[src/rtl/esm_pkg.sv]
// Shared RV32I opcode constants and the per-word control decode used by the ESM fetch front end.
// Decode is opcode-only; funct fields do not influence ALUSrc/RegWrite.

package esm_pkg;

   localparam logic [6:0] OpcOp     = 7'b0110011;
   localparam logic [6:0] OpcOpImm  = 7'b0010011;
   localparam logic [6:0] OpcLoad   = 7'b0000011;
   localparam logic [6:0] OpcJalr   = 7'b1100111;
   localparam logic [6:0] OpcLui    = 7'b0110111;
   localparam logic [6:0] OpcAuipc  = 7'b0010111;
   localparam logic [6:0] OpcStore  = 7'b0100011;
   localparam logic [6:0] OpcBranch = 7'b1100011;
   localparam logic [6:0] OpcJal    = 7'b1101111;

   typedef struct packed {
      logic alu_src;
      logic reg_write;
      logic illegal;
   } decode_t;

   function automatic decode_t decode_opcode(input logic [6:0] opcode);
      decode_t d;
      d = '{alu_src: 1'b0, reg_write: 1'b0, illegal: 1'b0};
      case (opcode)
         OpcOp: begin
            d.reg_write = 1'b1;
         end
         OpcOpImm, OpcLoad, OpcJalr, OpcLui, OpcAuipc: begin
            d.alu_src   = 1'b1;
            d.reg_write = 1'b1;
         end
         OpcStore: begin
            d.alu_src = 1'b1;
         end
         OpcBranch: begin
            d.alu_src   = 1'b0;
            d.reg_write = 1'b0;
         end
         OpcJal: begin
            d.reg_write = 1'b1;
         end
         default: begin
            d.illegal = 1'b1;
         end
      endcase
      return d;
   endfunction

endpackage

[src/rtl/esm_fetch_queue.sv]
// Synchronous prefetch FIFO holding {pc, instr} entries; clear drops every entry in one cycle.
// A push into a full queue is only accepted when the head is popped on the same edge.

module esm_fetch_queue #(
   parameter int unsigned Width = 64,
   parameter int unsigned Depth = 4
) (
   input  logic                     clk_i,
   input  logic                     rst_ni,
   input  logic                     push_i,
   input  logic [Width-1:0]         push_data_i,
   input  logic                     pop_i,
   input  logic                     clear_i,
   output logic [Width-1:0]         pop_data_o,
   output logic                     full_o,
   output logic                     empty_o,
   output logic [$clog2(Depth):0]   count_o
);

   localparam int unsigned PtrW = $clog2(Depth);
   localparam int unsigned CntW = PtrW + 1;

   logic [Width-1:0] mem_q [Depth];
   logic [PtrW-1:0]  wr_ptr_q, wr_ptr_d;
   logic [PtrW-1:0]  rd_ptr_q, rd_ptr_d;
   logic [CntW-1:0]  count_q, count_d;
   logic             do_push, do_pop;

   assign empty_o    = (count_q == '0);
   assign full_o     = (count_q == CntW'(Depth));
   assign count_o    = count_q;
   assign pop_data_o = mem_q[rd_ptr_q];

   assign do_pop  = pop_i && !empty_o;
   assign do_push = push_i && (!full_o || do_pop);

   always_comb begin
      wr_ptr_d = wr_ptr_q;
      rd_ptr_d = rd_ptr_q;
      count_d  = count_q;
      if (clear_i) begin
         wr_ptr_d = '0;
         rd_ptr_d = '0;
         count_d  = '0;
      end else begin
         // Depth is a power of two, so pointer overflow is the wrap.
         if (do_push) wr_ptr_d = wr_ptr_q + 1'b1;
         if (do_pop)  rd_ptr_d = rd_ptr_q + 1'b1;
         count_d = count_q + CntW'(do_push) - CntW'(do_pop);
      end
   end

   always_ff @(posedge clk_i) begin
      if (!rst_ni) begin
         wr_ptr_q <= '0;
         rd_ptr_q <= '0;
         count_q  <= '0;
      end else begin
         wr_ptr_q <= wr_ptr_d;
         rd_ptr_q <= rd_ptr_d;
         count_q  <= count_d;
      end
   end

   always_ff @(posedge clk_i) begin
      if (do_push && !clear_i) begin
         mem_q[wr_ptr_q] <= push_data_i;
      end
   end

endmodule

[src/rtl/esm_fetch_decode.sv]
// Instruction fetch front end for ESM: credit-limited requests, in-order response capture into a
// prefetch queue, flush/redirect with drop of in-flight words, and combinational head decode.

module esm_fetch_decode
   import esm_pkg::*;
#(
   parameter int unsigned      Instr_word_size = 32,
   parameter int unsigned      ADDR_W          = 32,
   parameter int unsigned      FQ_DEPTH        = 4,
   parameter logic [ADDR_W-1:0] RESET_PC       = '0
) (
   input  logic                       clk,
   input  logic                       rst,
   output logic                       imem_req_valid,
   input  logic                       imem_req_ready,
   output logic [ADDR_W-1:0]          imem_addr,
   input  logic                       imem_rsp_valid,
   input  logic [Instr_word_size-1:0] imem_rsp_data,
   input  logic                       flush,
   input  logic [ADDR_W-1:0]          flush_pc,
   output logic                       instr_valid,
   input  logic                       instr_ready,
   output logic [Instr_word_size-1:0] Instr,
   output logic                       ALUSrc,
   output logic                       RegWrite,
   output logic                       illegal,
   output logic [ADDR_W-1:0]          pc_out
);

   localparam int unsigned CntW   = $clog2(FQ_DEPTH) + 1;
   localparam int unsigned EntryW = ADDR_W + Instr_word_size;

   logic [ADDR_W-1:0] pc_q, pc_d;
   logic [ADDR_W-1:0] rsp_pc_q, rsp_pc_d;
   logic [CntW-1:0]   outstanding_q, outstanding_d;
   logic [CntW-1:0]   drop_q, drop_d;

   logic [CntW-1:0]   fq_count;
   logic              fq_full, fq_empty;
   logic [EntryW-1:0] fq_head;
   logic [CntW:0]     inflight;
   logic              credit, req_fire, rsp_drop, push, pop;
   decode_t           dec;

   assign inflight = {1'b0, fq_count} + {1'b0, outstanding_q};
   assign credit   = (inflight < (CntW + 1)'(FQ_DEPTH));

   assign imem_req_valid = rst && credit && !flush;
   assign imem_addr      = pc_q;
   assign req_fire       = imem_req_valid && imem_req_ready;

   // Words already in flight when a flush lands belong to the old path and must not reach ESM.
   assign rsp_drop = imem_rsp_valid && (flush || (drop_q != '0));
   assign push     = imem_rsp_valid && !rsp_drop;
   assign pop      = instr_valid && instr_ready && !flush;

   always_comb begin
      pc_d          = pc_q;
      rsp_pc_d      = rsp_pc_q;
      drop_d        = drop_q;
      outstanding_d = outstanding_q + CntW'(req_fire) - CntW'(imem_rsp_valid);
      if (flush) begin
         pc_d     = flush_pc;
         rsp_pc_d = flush_pc;
         drop_d   = outstanding_q - CntW'(imem_rsp_valid);
      end else begin
         if (req_fire) pc_d = pc_q + ADDR_W'(4);
         if (imem_rsp_valid && (drop_q != '0)) drop_d = drop_q - CntW'(1);
         // Responses return in request order, so the next kept word sits at rsp_pc_q.
         if (push) rsp_pc_d = rsp_pc_q + ADDR_W'(4);
      end
   end

   always_ff @(posedge clk) begin
      if (!rst) begin
         pc_q          <= RESET_PC;
         rsp_pc_q      <= RESET_PC;
         outstanding_q <= '0;
         drop_q        <= '0;
      end else begin
         pc_q          <= pc_d;
         rsp_pc_q      <= rsp_pc_d;
         outstanding_q <= outstanding_d;
         drop_q        <= drop_d;
      end
   end

   esm_fetch_queue #(
      .Width (EntryW),
      .Depth (FQ_DEPTH)
   ) u_fetch_queue (
      .clk_i       (clk),
      .rst_ni      (rst),
      .push_i      (push),
      .push_data_i ({rsp_pc_q, imem_rsp_data}),
      .pop_i       (pop),
      .clear_i     (flush),
      .pop_data_o  (fq_head),
      .full_o      (fq_full),
      .empty_o     (fq_empty),
      .count_o     (fq_count)
   );

   assign instr_valid = rst && !fq_empty;
   assign Instr       = fq_head[Instr_word_size-1:0];
   assign pc_out      = fq_head[EntryW-1:Instr_word_size];

   always_comb begin
      dec      = decode_opcode(fq_head[6:0]);
      ALUSrc   = instr_valid && dec.alu_src;
      RegWrite = instr_valid && dec.reg_write;
      illegal  = instr_valid && dec.illegal;
   end

   rsp_needs_request : assert property (@(posedge clk) disable iff (!rst)
      imem_rsp_valid |-> (outstanding_q != '0));

   push_never_overflows : assert property (@(posedge clk) disable iff (!rst)
      !(push && !flush && fq_full && !pop));

endmodule

[config.mk]
export PLATFORM = sky130hd
export DESIGN_NAME = esm_fetch_decode
export DESIGN_NICKNAME = d
export VERILOG_FILES = /design/src/rtl/esm_pkg.sv /design/src/rtl/esm_fetch_queue.sv /design/src/rtl/esm_fetch_decode.sv
export SDC_FILE = /design/constraint.sdc
export NUM_CORES = 1
export LEC_CHECK = 0
export BUFFER_PORTS_ARGS = -buffer_cell sky130_fd_sc_hd__buf_2
export CAP_MARGIN = 20
export CORE_MARGIN = 5
export CORE_UTILIZATION = 58
export CTS_CLUSTER_DIAMETER = 100
export DETAILED_ROUTE_END_ITERATION = 12
export PLACE_DENSITY_LB_ADDON = 0.1
export RECOVER_POWER = 50
export SLEW_MARGIN = 15
export SYNTH_ARGS = -nofsm -noshare
export SYNTH_HDL_FRONTEND = slang
export SYNTH_HIERARCHICAL = 1
export SYNTH_SLANG_ARGS = --single-unit
[constraint.sdc]
create_clock -name clk -period 9.3 [get_ports clk]
set_input_delay 0.93 -clock clk [delete_from_list [all_inputs] [get_ports clk]]
set_output_delay 0.93 -clock clk [all_outputs]
set_load 0.1 [all_outputs]
Word-level counts from Yosys, hierarchy flattened
Memories as Yosys holds them, arrays and structs flattened. A register that Yosys moved wholly into a read port is not among the register bits. Cells that the tools add are included.

Bits in writable memories: 256. Bits of input ports: 70. Logic and storage cells: 74. Register bits after elaboration: 77. Output and inout bits: 101. Memories kept: 1.

Multiplexer cells: 13. Magnitude comparators: 1. Reduce and logical (&&, ||, !) cells: 30. Eq/ne operators: 10. Bitwise gates (word level): 1. $add $sub $neg: 11.

Memory list: u_fetch_queue.mem_q (depth 4, bits a word 64, rd ports 1, clocked after memory_dff 1, wr ports 1, RTL line esm_fetch_queue.sv:23) `logic [Width-1:0] mem_q [Depth];`.

Operator list (number): two-way mux 32 bit (4); adder 32 x 3 -> 32 bit (second input constant) (2); == test 7 x 6 -> 1 bit (second input constant) (3); == test 7 bit (second input constant) (3); logical AND 1 bit (15); == test 7 x 5 -> 1 bit (second input constant) (2); OR reduction 9 bit (1); subtractor 3 x 1 -> 3 bit (3); == test 7 x 2 -> 1 bit (second input constant) (1); OR reduction 7 bit (1); adder 3 x 1 -> 3 bit (2); two-way mux 3 bit (2); nonzero test 2 bit (3); OR reduction 6 bit (1); two-way mux 1 bit (5); adder 2 x 1 -> 2 bit (second input constant) (2); adder 3 x 3 -> 4 bit (1); zero test 1 bit (4); < comparator 4 x 3 -> 1 bit (second input constant) (1); two-way mux 2 bit (2); == test 3 bit (second input constant) (1); zero test 3 bit (1); nonzero test 3 bit (1); subtractor 3 x 1 -> 3 bit (second input constant) (1); 3 further kinds (4).

Logic depth before layout (Yosys ltp)
Gate-level depths: netlist of run 1.

Word-level depth: 11. Gate-level depth with buffers: 14. Gate-level depth less buffers: 12.

Cells and area by module
The synthesis of run 1 kept the hierarchy.

Modules (own cells, without submodules): esm_fetch_queue (area an instance 9734.3 µm², cells each 386, times used 1, seq. area each 7867.5 µm²); esm_fetch_decode (area an instance 3987.6 µm², cells each 508, times used 1, seq. area each 1401.3 µm²).

Worst setup path after synthesis of run 1
No wires, ideal clock.

Path type: input-to-reg. Start point: input port rst. End point: memory u_fetch_queue.mem_q[1][0], enable pin. Stages on the path: 6. Required time: 8.722 ns. Buffers on the path: 0. Data arrival time: 6.876 ns. Slack: 1.847 ns. Library setup time: 0.578 ns. Path through: nand2b_1 -> inv_1 -> and3_1 -> or4b_4 -> nand2_2 -> nor3b_1.

Longest elaborated chain between the ends: 9.

RTL lines: from (decl) (RTL line esm_fetch_decode.sv:13) `input logic rst,`; logical AND 1 bit (RTL line esm_fetch_decode.sv:104) `assign instr_valid = rst && !fq_empty;`; via instr_valid (RTL line esm_fetch_decode.sv:21) `output logic instr_valid,`; logical AND 1 bit (2 in series) (RTL line esm_fetch_decode.sv:55) `assign pop = instr_valid && instr_ready && !flush;`; via pop (RTL line esm_fetch_decode.sv:42) `logic credit, req_fire, rsp_drop, push, pop;`; logical AND 1 bit (RTL line esm_fetch_queue.sv:34) `assign do_pop = pop_i && !empty_o;`; logical OR 1 bit (RTL line esm_fetch_queue.sv:35) `assign do_push = push_i && (!full_o || do_pop);`; logical AND 1 bit (RTL line esm_fetch_queue.sv:35); logical AND 1 bit (RTL line esm_fetch_queue.sv:66) `if (do_push && !clear_i) begin`; two-way mux 1 bit (RTL line esm_fetch_queue.sv:66); two-way mux 1 bit (implied by the code) (RTL line esm_fetch_queue.sv:67) `mem_q[wr_ptr_q] <= push_data_i;`; to (decl) (RTL line esm_fetch_queue.sv:23).

The timed path passes the listed nets, and every way through them passes these cells.

Worst setup path in the final report of run 1
Start point: input port flush. End point: register pc_q[28] (netlist: imem_addr[28]).

Longest elaborated chain between the ends: 4.

RTL lines: from (decl) (RTL line esm_fetch_decode.sv:19) `input logic flush,`; zero test 1 bit (RTL line esm_fetch_decode.sv:48) `assign imem_req_valid = rst && credit && !flush;`; logical AND 1 bit (RTL line esm_fetch_decode.sv:48); logical AND 1 bit (RTL line esm_fetch_decode.sv:50) `assign req_fire = imem_req_valid && imem_req_ready;`; nonzero test 2 bit (no line); to (signal assigned) (RTL line esm_fetch_decode.sv:81) `pc_q <= pc_d;`; to (decl) (RTL line esm_fetch_decode.sv:33) `logic [ADDR_W-1:0] pc_q, pc_d;`.

Parallel ways exist; a longest one is shown, timed or not. A chain may end at the register's enable or synchronous reset.

==> out/qor.json, run 1 <==
{
  "first_global_vias": 8260,
  "rr_endpoint": "outstanding_q[2]",
  "dp_hpwl_mm": 17.5,
  "post_cts.repair.setup_buffers": 0,
  "fin_crit_period_ps": 4990,
  "cts.clk_slew.worst_paths_ps": 60,
  "worstSetupEndpoint": "imem_addr[28]",
  "antenna_left": 0,
  "die_area_sq_mm": 0.0268,
  "worst-slew-pin-transition_ps": 3100,
  "finalHoldViolations": 0,
  "num_vias": 8260,
  "tritoncts_clock_tree": "done",
  "synthesis_warning_total": 6,
  "layout.cells.non_filler": 1409,
  "number_of_nets_at_the_end_of_the_flow": 1152,
  "drt-pass1-iter-count": 5,
  "clock_skew_ps": 20.0,
  "fin_util_pct": 67.8,
  "worstSetupStartpoint": "flush",
  "vdd_ir_drop_max_uv": 138,
  "cp_startpoint_kind": "input port",
  "initial_cell_density_of_the_core_pct": 58.6,
  "final.period_utilization_pct": 53.6,
  "num-fill-cells": 1725,
  "power.density_cell_area_mw_per_mm2": 212,
  "routed_wirelength_mm": 27.8,
  "fp.dieW_microns": 164,
  "global_route.usage.total_pct": 21.2,
  "outcome": "complete, but fails checks",
  "fmax_mhz": 200,
  "net_count_synth": 980,
  "multi_input_area_sq_mm": 0.00414,
  "core.rowCount": 56,
  "grt_first_pass_wirelength_mm": 44.9,
  "hold_path_class": "reg2reg",
  "dieHeight_microns": 164,
  "worstPathRequired_ps": 9710,
  "detail_route.vias_per_cell": 5.86,
  "top_level_ports": 171,
  "antenna_violations_before_repair": 0,
  "timing.reg2reg.worst_path_depth": 12,
  "drt-wirelength-per-cell_microns": 19.8,
  "finalWeightedCongestion": 0.861,
  "violations_in_the_final_reports": "max-capacitance violations, max-slew violations",
  "insertedDiodeCount": 0,
  "hold_sp": "imem_addr[1]",
  "drt_drc_violations_left": 0,
  "drt-initial-drc-count": 590,
  "syn_avg_cell_area_sq_um": 15.4,
  "grt_setup_unrepaired": "no",
  "grt_start_max_net_pins": 76,
  "layout_commonest_cell": "sky130_fd_sc_hd__edfxtp_1",
  "clk_latency_ps": 500,
  "clockBufferDepth": 3,
  "htree_levels": 2,
  "place.port_buffers": 170,
  "final_cell_mix": "sky130_fd_sc_hd__edfxtp_1 (256), sky130_fd_sc_hd__buf_2 (106), sky130_fd_sc_hd__dfxtp_1 (77)",
  "maxSlewHeadroom_pct": -107,
  "critPathMaxFanout": 75,
  "leakage_nw": 5.30,
  "numCtsBuffers": 34,
  "timing.max_cap.violations": 2,
  "area_growth_syn_to_layout_pct": 15.7,
  "worstReg2RegStart": "u_fetch_queue/count_o[2]",
  "seqCellArea_sq_mm": 0.00927,
  "cts_sinks": 335,
  "synth_cells": 893,
  "final_tns_setup_ps": 0,
  "post_route_cells_drive_above_1_share_pct": 22.8,
  "worstPathArrival_ps": 5390,
  "floorplan.core_area_sq_mm": 0.0234,
  "post-route-worst-setup-slack_ps": 4310,
  "reg2reg_setup_slack_ps": 5860,
  "root_buffer": "sky130_fd_sc_hd__clkbuf_16",
  "synth_area_sq_mm": 0.0137,
  "setup_viol": 0,
  "drv_slew": 124,
  "placed_cells_incl_taps": 1347,
  "cts-resized-gates": 0,
  "timing.setup.critical_path_class": "in2reg",
  "overflow": 0,
  "postCtsHoldBufs": 0,
  "timing.critical_path.to_type": "register",
  "dp_worst_setup_slack_ps": 5120
}
[power breakdown]
group	switching (W)	internal (W)
Combinational	0.000238	0.0000722
Sequential	0.0000453	0.00165
Clock	0.000532	0.000834
[worst min-delay path by stage]
stage	end	slack (ps)	depth (start not counted)
after global placement	imem_addr[1]	440	2
after global routing	imem_addr[1]	490	2
after floorplan	u_fetch_queue/mem_q[0][32]	460	0
final	imem_addr[1]	460	2
after CTS	imem_addr[1]	460	2
after detailed placement	imem_addr[1]	450	2
[flip-flops by register name, summed over array words and instances (netlist names), named ones only]
name,count
u_fetch_queue/wr_ptr_q,2
u_fetch_queue/rd_ptr_q,2
u_fetch_queue/mem_q,256
drop_q,3
rsp_pc_q,32
u_fetch_queue/count_o,3
imem_addr,32
outstanding_q,3
[critical path, cell delays in order]
cell and delay, ps:
sky130_fd_sc_hd__buf_2 90, sky130_fd_sc_hd__clkbuf_1 830, sky130_fd_sc_hd__clkinv_1 230, sky130_fd_sc_hd__clkbuf_1 2200, sky130_fd_sc_hd__o21ai_0 770, sky130_fd_sc_hd__nor3_1 330
[per-stage QoR]
step | cell area (sq um) | hold WS, ps | total power [W]
final | 15900 | 462 | 0.00337
after global routing | 15900 | 491 | 0.00350
after CTS | 16000 | 462 | 0.00341
after detailed placement | 14800 | 452 | 0.00204
after global placement | 14800 | 443 | 0.00204
after floorplan | 13700 | 460 | 0.00196
[routing by layer]
metal / up-vias / part of all wire [%] / routed length [microns] / global-route usage [%]
met5: - / 0 / 0 / 0
met4: 0 / 1.3 / 355 / 4.12
met3: 29 / 7.6 / 2100 / 3.69
met2: 335 / 45 / 12700 / 32.1
met1: 4046 / 46 / 12700 / 33.1
li1: 3850 / - / - / -
[area by class of cell]
class | count | share of cell area, %
clock inverter | 16 | 1.19
timing repair buffer | 181 | 5.38
multi-input combinational | 496 | 26.1
clock buffer | 45 | 6.01
inverter | 17 | 0.402
tap | 319 | 2.51
sequential | 335 | 58.4
Note: power is estimated with default switching activity, not from simulation.
==> run 2: changes to the inputs <==
==> constraint.sdc (replaced) <==
create_clock -name clk -period 4.8 [get_ports clk]
set_input_delay 0.48 -clock clk [delete_from_list [all_inputs] [get_ports clk]]
set_output_delay 0.48 -clock clk [all_outputs]
set_load 0.1 [all_outputs]
==> out/qor.json, run 2 (synthesis results as in run 1) <==
{
  "post_route_cells_drive_above_1_share": {"value": 22.4, "unit": "%", "change": "was 22.8%"},
  "antenna_violations_before_repair": {"value": 0, "change": "unchanged"},
  "setup_viol": {"value": 0, "change": "unchanged"},
  "final_cell_mix": {"value": "sky130_fd_sc_hd__edfxtp_1 (256), sky130_fd_sc_hd__buf_2 (102), sky130_fd_sc_hd__clkbuf_1 (78)", "change": "was sky130_fd_sc_hd__edfxtp_1 (256), sky130_fd_sc_hd__buf_2 (106), sky130_fd_sc_hd__dfxtp_1 (77)"},
  "grt_start_max_net_pins": {"value": 76, "change": "unchanged"},
  "dp_worst_setup_slack": {"value": 1740, "unit": "ps", "change": "was 5120 ps"},
  "floorplan.core_area": {"value": 0.0234, "unit": "sq mm", "change": "unchanged"},
  "tritoncts_clock_tree": {"value": "done", "change": "unchanged"},
  "leakage": {"value": 5.28, "unit": "nW", "change": "was 5.30 nW"},
  "area_growth_syn_to_layout": {"value": 15.4, "unit": "%", "change": "was 15.7%"},
  "drv_slew": {"value": 43, "change": "was 124"},
  "fp.dieW": {"value": 164, "unit": "microns", "change": "unchanged"},
  "num_vias": {"value": 8274, "change": "was 8260"},
  "fmax_mhz": 298,
  "dieHeight": {"value": 164, "unit": "microns", "change": "unchanged"},
  "worstPathArrival": {"value": 2870, "unit": "ps", "change": "was 5390 ps"},
  "first_global_vias": {"value": 8196, "change": "was 8260"},
  "worstPathRequired": {"value": 4320, "unit": "ps", "change": "was 9710 ps"},
  "grt_first_pass_wirelength": {"value": 44.5, "unit": "mm", "change": "was 44.9 mm"},
  "detail_route.vias_per_cell": {"value": 5.88, "change": "was 5.86"},
  "postCtsHoldBufs": {"value": 0, "change": "unchanged"},
  "drt-pass1-iter-count": {"value": 5, "change": "unchanged"},
  "timing.max_cap.violations": {"value": 1, "change": "was 2"},
  "worst-slew-pin-transition": {"value": 1540, "unit": "ps", "change": "was 3100 ps"},
  "global_route.usage.total": {"value": 21.3, "unit": "%", "change": "was 21.2%"},
  "largest-register": {"value": "u_fetch_queue/mem_q", "change": "unchanged"},
  "grt_setup_unrepaired": {"value": "no", "change": "unchanged"},
  "clk_latency": {"value": 500, "unit": "ps", "change": "about the same"},
  "insertedDiodeCount": {"value": 0, "change": "unchanged"},
  "layout_commonest_cell": {"value": "sky130_fd_sc_hd__edfxtp_1", "change": "unchanged"},
  "timing.critical_path.to_type": {"value": "output pin", "change": "was register"},
  "numCtsBuffers": {"value": 35, "change": "was 34"},
  "root_buffer": {"value": "sky130_fd_sc_hd__clkbuf_16", "change": "unchanged"},
  "overflow": {"value": 0, "change": "unchanged"},
  "multi_input_area": {"value": 0.00415, "unit": "sq mm", "change": "was 0.00414 sq mm"},
  "post_cts.repair.setup_buffers": {"value": 0, "change": "unchanged"},
  "power.density_cell_area": {"value": 404, "unit": "mW/mm^2", "change": "was 212 mW/mm^2"},
  "cts.clk_slew.worst_paths": {"value": 60, "unit": "ps", "change": "about the same"},
  "seqCellArea": {"value": 0.00927, "unit": "sq mm", "change": "unchanged"},
  "timing.setup.critical_path_class": {"value": "reg2out", "change": "was in2reg"},
  "cts_sinks": {"value": 335, "change": "unchanged"},
  "drt-initial-drc-count": {"value": 567, "change": "was 590"},
  "fin_util": {"value": 67.6, "unit": "%", "change": "was 67.8%"},
  "finalWeightedCongestion": {"value": 0.861, "change": "about the same"},
  "clockBufferDepth": {"value": 3, "change": "unchanged"},
  "num-fill-cells": {"value": 1772, "change": "was 1725"},
  "finalHoldViolations": {"value": 0, "change": "unchanged"},
  "max_reg_flops": {"value": 256, "change": "unchanged"},
  "die_area": {"value": 0.0268, "unit": "sq mm", "change": "unchanged"},
  "htree_levels": {"value": 2, "change": "unchanged"},
  "top_level_ports": {"value": 171, "change": "unchanged"},
  "outcome": {"value": "complete, but fails checks", "change": "unchanged"},
  "final.period_utilization_pct": 69.8,
  "dp_hpwl": {"value": 17.5, "unit": "mm", "change": "about the same"},
  "cp_startpoint_kind": {"value": "register", "change": "was input port"},
  "place.port_buffers": {"value": 170, "change": "unchanged"},
  "drt-wirelength-per-cell": {"value": 19.8, "unit": "microns", "change": "about the same"},
  "critPathMaxFanout": {"value": 46, "change": "was 75"},
  "fin_crit_period_ps": 3350,
  "initial_cell_density_of_the_core": {"value": 58.6, "unit": "%", "change": "unchanged"},
  "post-route-worst-setup-slack": {"value": 1450, "unit": "ps", "change": "was 4310 ps"},
  "clock_skew": {"value": 21.9, "unit": "ps", "change": "was 20.0 ps"},
  "core.rowCount": {"value": 56, "change": "unchanged"},
  "drt_drc_violations_left": {"value": 0, "change": "unchanged"},
  "violations_in_the_final_reports": {"value": "max-capacitance violations, max-slew violations", "change": "unchanged"},
  "antenna_left": {"value": 0, "change": "unchanged"},
  "vdd_ir_drop_max": {"value": 245, "unit": "uV", "change": "was 138 uV"},
  "number_of_nets_at_the_end_of_the_flow": {"value": 1153, "change": "was 1152"},
  "cts-resized-gates": {"value": 0, "change": "unchanged"},
  "routed_wirelength": {"value": 27.9, "unit": "mm", "change": "was 27.8 mm"},
  "maxSlewHeadroom": {"value": -2.99, "unit": "%", "change": "was -107%"},
  "hold_path_class": {"value": "in2reg", "change": "was reg2reg"}
}
[run 2: cell count changes in the layout (fill, tap and decap cells not counted), moves of 2 or more]
cell                         change
sky130_fd_sc_hd__clkbuf_1        +6
sky130_fd_sc_hd__clkinv_2        +5
sky130_fd_sc_hd__buf_2           -4
sky130_fd_sc_hd__buf_12          +3
sky130_fd_sc_hd__buf_4           -3
sky130_fd_sc_hd__clkinv_1        -3
sky130_fd_sc_hd__nor3b_2         -3
sky130_fd_sc_hd__nor3b_4         +3
sky130_fd_sc_hd__bufinv_16       -2
sky130_fd_sc_hd__clkinvlp_4      -2
[run 2: critical path, cell delays in order (launching register included)]
cell and delay (ps):
sky130_fd_sc_hd__dfxtp_4 590, sky130_fd_sc_hd__buf_4 780, sky130_fd_sc_hd__mux4_2 650, sky130_fd_sc_hd__buf_2 320
[run 2: cell type report]
type,instances,area share (%)
repair buffers,181,5.52
inverters,17,0.403
multi-input cells,496,26.2
clock inverters,15,0.830
clock buffers,45,5.96
well taps,319,2.52
flip-flops and latches,335,58.6
[run 2: per-layer routing]
metal	share of wire, %	track usage, %	routed length [microns]	up-vias
met2	45	31.6	12700	314
met4	1.4	4.84	402	0
met1	45	32.7	12600	4057
met3	8.0	4.69	2240	35
li1	-	-	-	3868
met5	0	0	0	-
[run 2: final timing paths]
path / cells past startpoint / start / slack [ps] / end
worst max-delay path: 3 / register / 1450 / pc_out[22]
worst min-delay path: 1 / imem_rsp_data[29] / 240 / u_fetch_queue/mem_q[3][29]
worst max register to register: 8 / u_fetch_queue/count_o[1] / 1520 / u_fetch_queue/mem_q[0][31]
worst min register to register: 2 / imem_addr[1] / 460 / imem_addr[1]
[run 2: stage by stage]
stage,cells,total power (W),TNS (ps),instance area (sq um),hold slack (ps)
after floorplan,893,0.00380,-16150,13700,460
after global placement,1347,0.00395,0,14900,441
after detailed placement,1347,0.00396,0,14900,447
after CTS,1407,0.00648,0,16000,172
after global routing,1408,0.00667,0,15800,220
final,1408,0.00640,0,15800,236
[run 2: power breakdown]
group / internal [W] / switching [W] / total, W
clock: 0.00149 / 0.00102 / 0.00251
combinational: 0.000139 / 0.000464 / 0.000603
sequential: 0.00320 / 0.0000853 / 0.00328
total: 0.00483 / 0.00157 / 0.00640
==> run 3: changes to the inputs <==
--- a/config.mk
+++ b/config.mk
@@ -5,10 +5,11 @@
 export SDC_FILE = /design/constraint.sdc
 export NUM_CORES = 1
 export LEC_CHECK = 0
+export ABC_AREA = 1
 export BUFFER_PORTS_ARGS = -buffer_cell sky130_fd_sc_hd__buf_2
 export CAP_MARGIN = 20
 export CORE_MARGIN = 5
-export CORE_UTILIZATION = 58
+export CORE_UTILIZATION = 59
 export CTS_CLUSTER_DIAMETER = 100
 export DETAILED_ROUTE_END_ITERATION = 12
 export PLACE_DENSITY_LB_ADDON = 0.1
==> constraint.sdc (replaced) <==
create_clock -name clk -period 3.4 [get_ports clk]
set_input_delay 0.34 -clock clk [delete_from_list [all_inputs] [get_ports clk]]
set_output_delay 0.34 -clock clk [all_outputs]
set_load 0.1 [all_outputs]
==> out/qor.json, run 3 <==
{
  "drt-pass1-iter-count": {"value": 6, "change": "was 5"},
  "insertedDiodeCount": {"value": 0, "change": "unchanged"},
  "finalHoldViolations": {"value": 0, "change": "unchanged"},
  "timing.hold.worst_path_depth": {"value": 1, "change": "unchanged"},
  "cell_area_placed": {"value": 0.0160, "unit": "sq mm", "change": "was 0.0149 sq mm"},
  "worstPathArrival": {"value": 2810, "unit": "ps", "change": "was 2870 ps"},
  "post_cts.repair.setup_buffers": {"value": 0, "change": "unchanged"},
  "numCtsBuffers": {"value": 35, "change": "unchanged"},
  "cp_cell_instances": {"value": "inv_6 -> o21ai_0 -> o22ai_4 -> nand3_1 -> nor2_1 -> nand2_1 -> o2111ai_1 -> nor2_2 -> buf_2", "change": "was buf_4 -> mux4_2 -> buf_2"},
  "critical_path_buf_inv_count": {"value": 2, "change": "unchanged"},
  "crit_cells": {"value": 9, "change": "was 3"},
  "dp_hpwl": {"value": 21.6, "unit": "mm", "change": "was 17.5 mm"},
  "num_vias": {"value": 11100, "change": "was 8274"},
  "setup_viol": {"value": 0, "change": "unchanged"},
  "layout_commonest_cell": {"value": "sky130_fd_sc_hd__edfxtp_1", "change": "unchanged"},
  "place.port_buffers": {"value": 170, "change": "unchanged"},
  "core.rowCount": {"value": 58, "change": "was 56"},
  "syn_avg_cell_area": {"value": 10.1, "unit": "sq um", "change": "was 15.4 sq um"},
  "grt_start_max_net_pins": {"value": 93, "change": "was 76"},
  "tritoncts_clock_tree": {"value": "done", "change": "unchanged"},
  "slowest_delay": {"value": 610, "unit": "ps", "change": "was 780 ps"},
  "leakage": {"value": 6.24, "unit": "nW", "change": "was 5.28 nW"},
  "number_of_nets_at_the_end_of_the_flow": {"value": 1707, "change": "was 1153"},
  "fin_crit_period_ps": 3150,
  "routed_wirelength": {"value": 34.2, "unit": "mm", "change": "was 27.9 mm"},
  "htree_levels": {"value": 2, "change": "unchanged"},
  "critical-path-top-delay-family": {"value": "buffers and inverters", "change": "unchanged"},
  "hold_sp": {"value": "imem_rsp_data[27]", "change": "was imem_rsp_data[29]"},
  "outcome": {"value": "complete, but fails checks", "change": "unchanged"},
  "worstPathRequired": {"value": 3060, "unit": "ps", "change": "was 4320 ps"},
  "num-fill-cells": {"value": 1980, "change": "was 1772"},
  "grt_first_pass_wirelength": {"value": 54.6, "unit": "mm", "change": "was 44.5 mm"},
  "synth_cells": {"value": 1464, "change": "was 893"},
  "timing.reg2reg.worst_path_depth": {"value": 12, "change": "was 8"},
  "synthesis_warning_total": {"value": 6, "change": "unchanged"},
  "critPathMaxFanout": {"value": 57, "change": "was 46"},
  "grt_setup_unrepaired": {"value": "no", "change": "unchanged"},
  "clockBufferDepth": {"value": 3, "change": "unchanged"},
  "final_tns_setup": {"value": 0, "unit": "ps", "change": "unchanged"},
  "finalWeightedCongestion": {"value": 0.879, "change": "was 0.861"},
  "power.density_cell_area": {"value": 552, "unit": "mW/mm^2", "change": "was 404 mW/mm^2"},
  "floorplan.core_area": {"value": 0.0250, "unit": "sq mm", "change": "was 0.0234 sq mm"},
  "postLayoutCellArea": {"value": 0.0171, "unit": "sq mm", "change": "was 0.0158 sq mm"},
  "hold_path_class": {"value": "in2reg", "change": "unchanged"},
  "post_route_cells_drive_above_1_share": {"value": 13.4, "unit": "%", "change": "was 22.4%"},
  "drt_drc_violations_left": {"value": 0, "change": "unchanged"},
  "net_count_synth": {"value": 1551, "change": "was 980"},
  "final_cell_mix": {"value": "sky130_fd_sc_hd__edfxtp_1 (256), sky130_fd_sc_hd__nand2_1 (239), sky130_fd_sc_hd__nor2_1 (197)", "change": "was sky130_fd_sc_hd__edfxtp_1 (256), sky130_fd_sc_hd__buf_2 (102), sky130_fd_sc_hd__clkbuf_1 (78)"},
  "first_global_vias": {"value": 10900, "change": "was 8196"},
  "crit_path_top_delay_cell": {"value": "sky130_fd_sc_hd__dfxtp_4", "change": "was sky130_fd_sc_hd__buf_4"},
  "detail_route.vias_per_cell": {"value": 5.64, "change": "was 5.88"},
  "area_growth_syn_to_layout": {"value": 15.2, "unit": "%", "change": "was 15.4%"},
  "fmax_mhz": 317,
  "drt-initial-drc-count": {"value": 965, "change": "was 567"},
  "antenna_violations_before_repair": {"value": 0, "change": "unchanged"},
  "final.period_utilization_pct": 92.7,
  "timing.max_cap.violations": {"value": 1, "change": "unchanged"},
  "totalPowerFinal": {"value": 0.00942, "unit": "W", "change": "was 0.00640 W"},
  "seqCellArea": {"value": 0.00927, "unit": "sq mm", "change": "unchanged"},
  "timing.setup.critical_path_class": {"value": "reg2out", "change": "unchanged"},
  "largest-register": {"value": "u_fetch_queue/mem_q", "change": "unchanged"},
  "worstReg2RegStart": {"value": "outstanding_q[1]", "change": "was u_fetch_queue/count_o[1]"},
  "top_level_ports": {"value": 171, "change": "unchanged"},
  "root_buffer": {"value": "sky130_fd_sc_hd__clkbuf_16", "change": "unchanged"},
  "overflow": {"value": 0, "change": "unchanged"},
  "cts_sinks": {"value": 335, "change": "unchanged"},
  "die_area": {"value": 0.0284, "unit": "sq mm", "change": "was 0.0268 sq mm"},
  "cp_startpoint_kind": {"value": "register", "change": "unchanged"},
  "fp.dieW": {"value": 168, "unit": "microns", "change": "was 164 microns"},
  "max_reg_flops": {"value": 256, "change": "unchanged"},
  "initial_cell_density_of_the_core": {"value": 59.3, "unit": "%", "change": "was 58.6%"},
  "timing.critical_path.to_type": {"value": "output pin", "change": "unchanged"},
  "clk_latency": {"value": 510, "unit": "ps", "change": "was 500 ps"},
  "clock_skew": {"value": 13.1, "unit": "ps", "change": "was 21.9 ps"},
  "cts.clk_slew.worst_paths": {"value": 60, "unit": "ps", "change": "about the same"},
  "multi_input_area": {"value": 0.00471, "unit": "sq mm", "change": "was 0.00415 sq mm"},
  "global_route.usage.total": {"value": 23.7, "unit": "%", "change": "was 21.3%"},
  "dieHeight": {"value": 168, "unit": "microns", "change": "was 164 microns"},
  "vdd_ir_drop_max": {"value": 310, "unit": "uV", "change": "was 245 uV"},
  "maxSlewHeadroom": {"value": -16.9, "unit": "%", "change": "was -2.99%"},
  "drv_slew": {"value": 36, "change": "was 43"},
  "drt-wirelength-per-cell": {"value": 17.3, "unit": "microns", "change": "was 19.8 microns"},
  "antenna_left": {"value": 0, "change": "unchanged"},
  "violations_in_the_final_reports": {"value": "max-capacitance violations, max-slew violations", "change": "unchanged"},
  "synth_area": {"value": 0.0148, "unit": "sq mm", "change": "was 0.0137 sq mm"},
  "worst-slew-pin-transition": {"value": 1750, "unit": "ps", "change": "was 1540 ps"}
}
## run 3: cell types whose count changed in the layout (fill, tap and decap cells not counted), sizes merged, moves of 8 or more
cell    previous run  this run
nand3             36        74
nand4             37        13
buf              110       118
o22ai              0        64
nor2              33       211
and3              16         0
inv               18       127
mux4              64         0
o21ai             37       172
xor2              28        13
nand2             58       244
and2               9         1
nor3              10        21
o211ai             6        14
## run 3: per-layer routing
layer / global-route usage (%) / share of wire, % / up-vias
met5: 0 / 0 / -
met4: 8.68 / 3.1 / 0
met3: 3.05 / 6.7 / 63
met2: 39.4 / 48 / 419
met1: 32.4 / 43 / 5239
li1: - / - / 5424
## run 3: what timing repair did
| action | in CTS | in global routing |
|---|---|---|
| resized for setup | 0 | 1 |
| hold buffers | 0 | 0 |
| endpoints found under the setup margin | 0 | 3 |
## run 3: final cells by class
class | count | share of cell area, %
repair buffers | 185 | 5.74
inverters | 126 | 2.82
well taps | 330 | 2.42
clock inverters | 18 | 1.32
multi-input cells | 937 | 27.6
flip-flops and latches | 335 | 54.4
clock buffers | 46 | 5.68
## run 3: path summary, 6_finish.rpt
kind	endpoint	slack, ps
setup / recovery	illegal	250
hold / removal	u_fetch_queue/mem_q[2][27]	90
setup reg to reg	imem_addr[20]	410
hold reg to reg	imem_addr[0]	470
## run 3: through the flow
stage	hold WS (ps)	utilization, %	worst slack [ps]	cells
after global routing	96.8	68.3	32.0	1977
final	95.0	68.3	249	1977
after floorplan	439	-	18.4	1464
after global placement	457	64.0	748	1913
after CTS	31.2	68.8	128	1977
after detailed placement	461	64.0	685	1913
## run 3: where the power goes
group	switching (W)	internal (W)
clock network	0.00151	0.00240
logic	0.000685	0.000183
registers	0.000126	0.00452
total	0.00232	0.00709
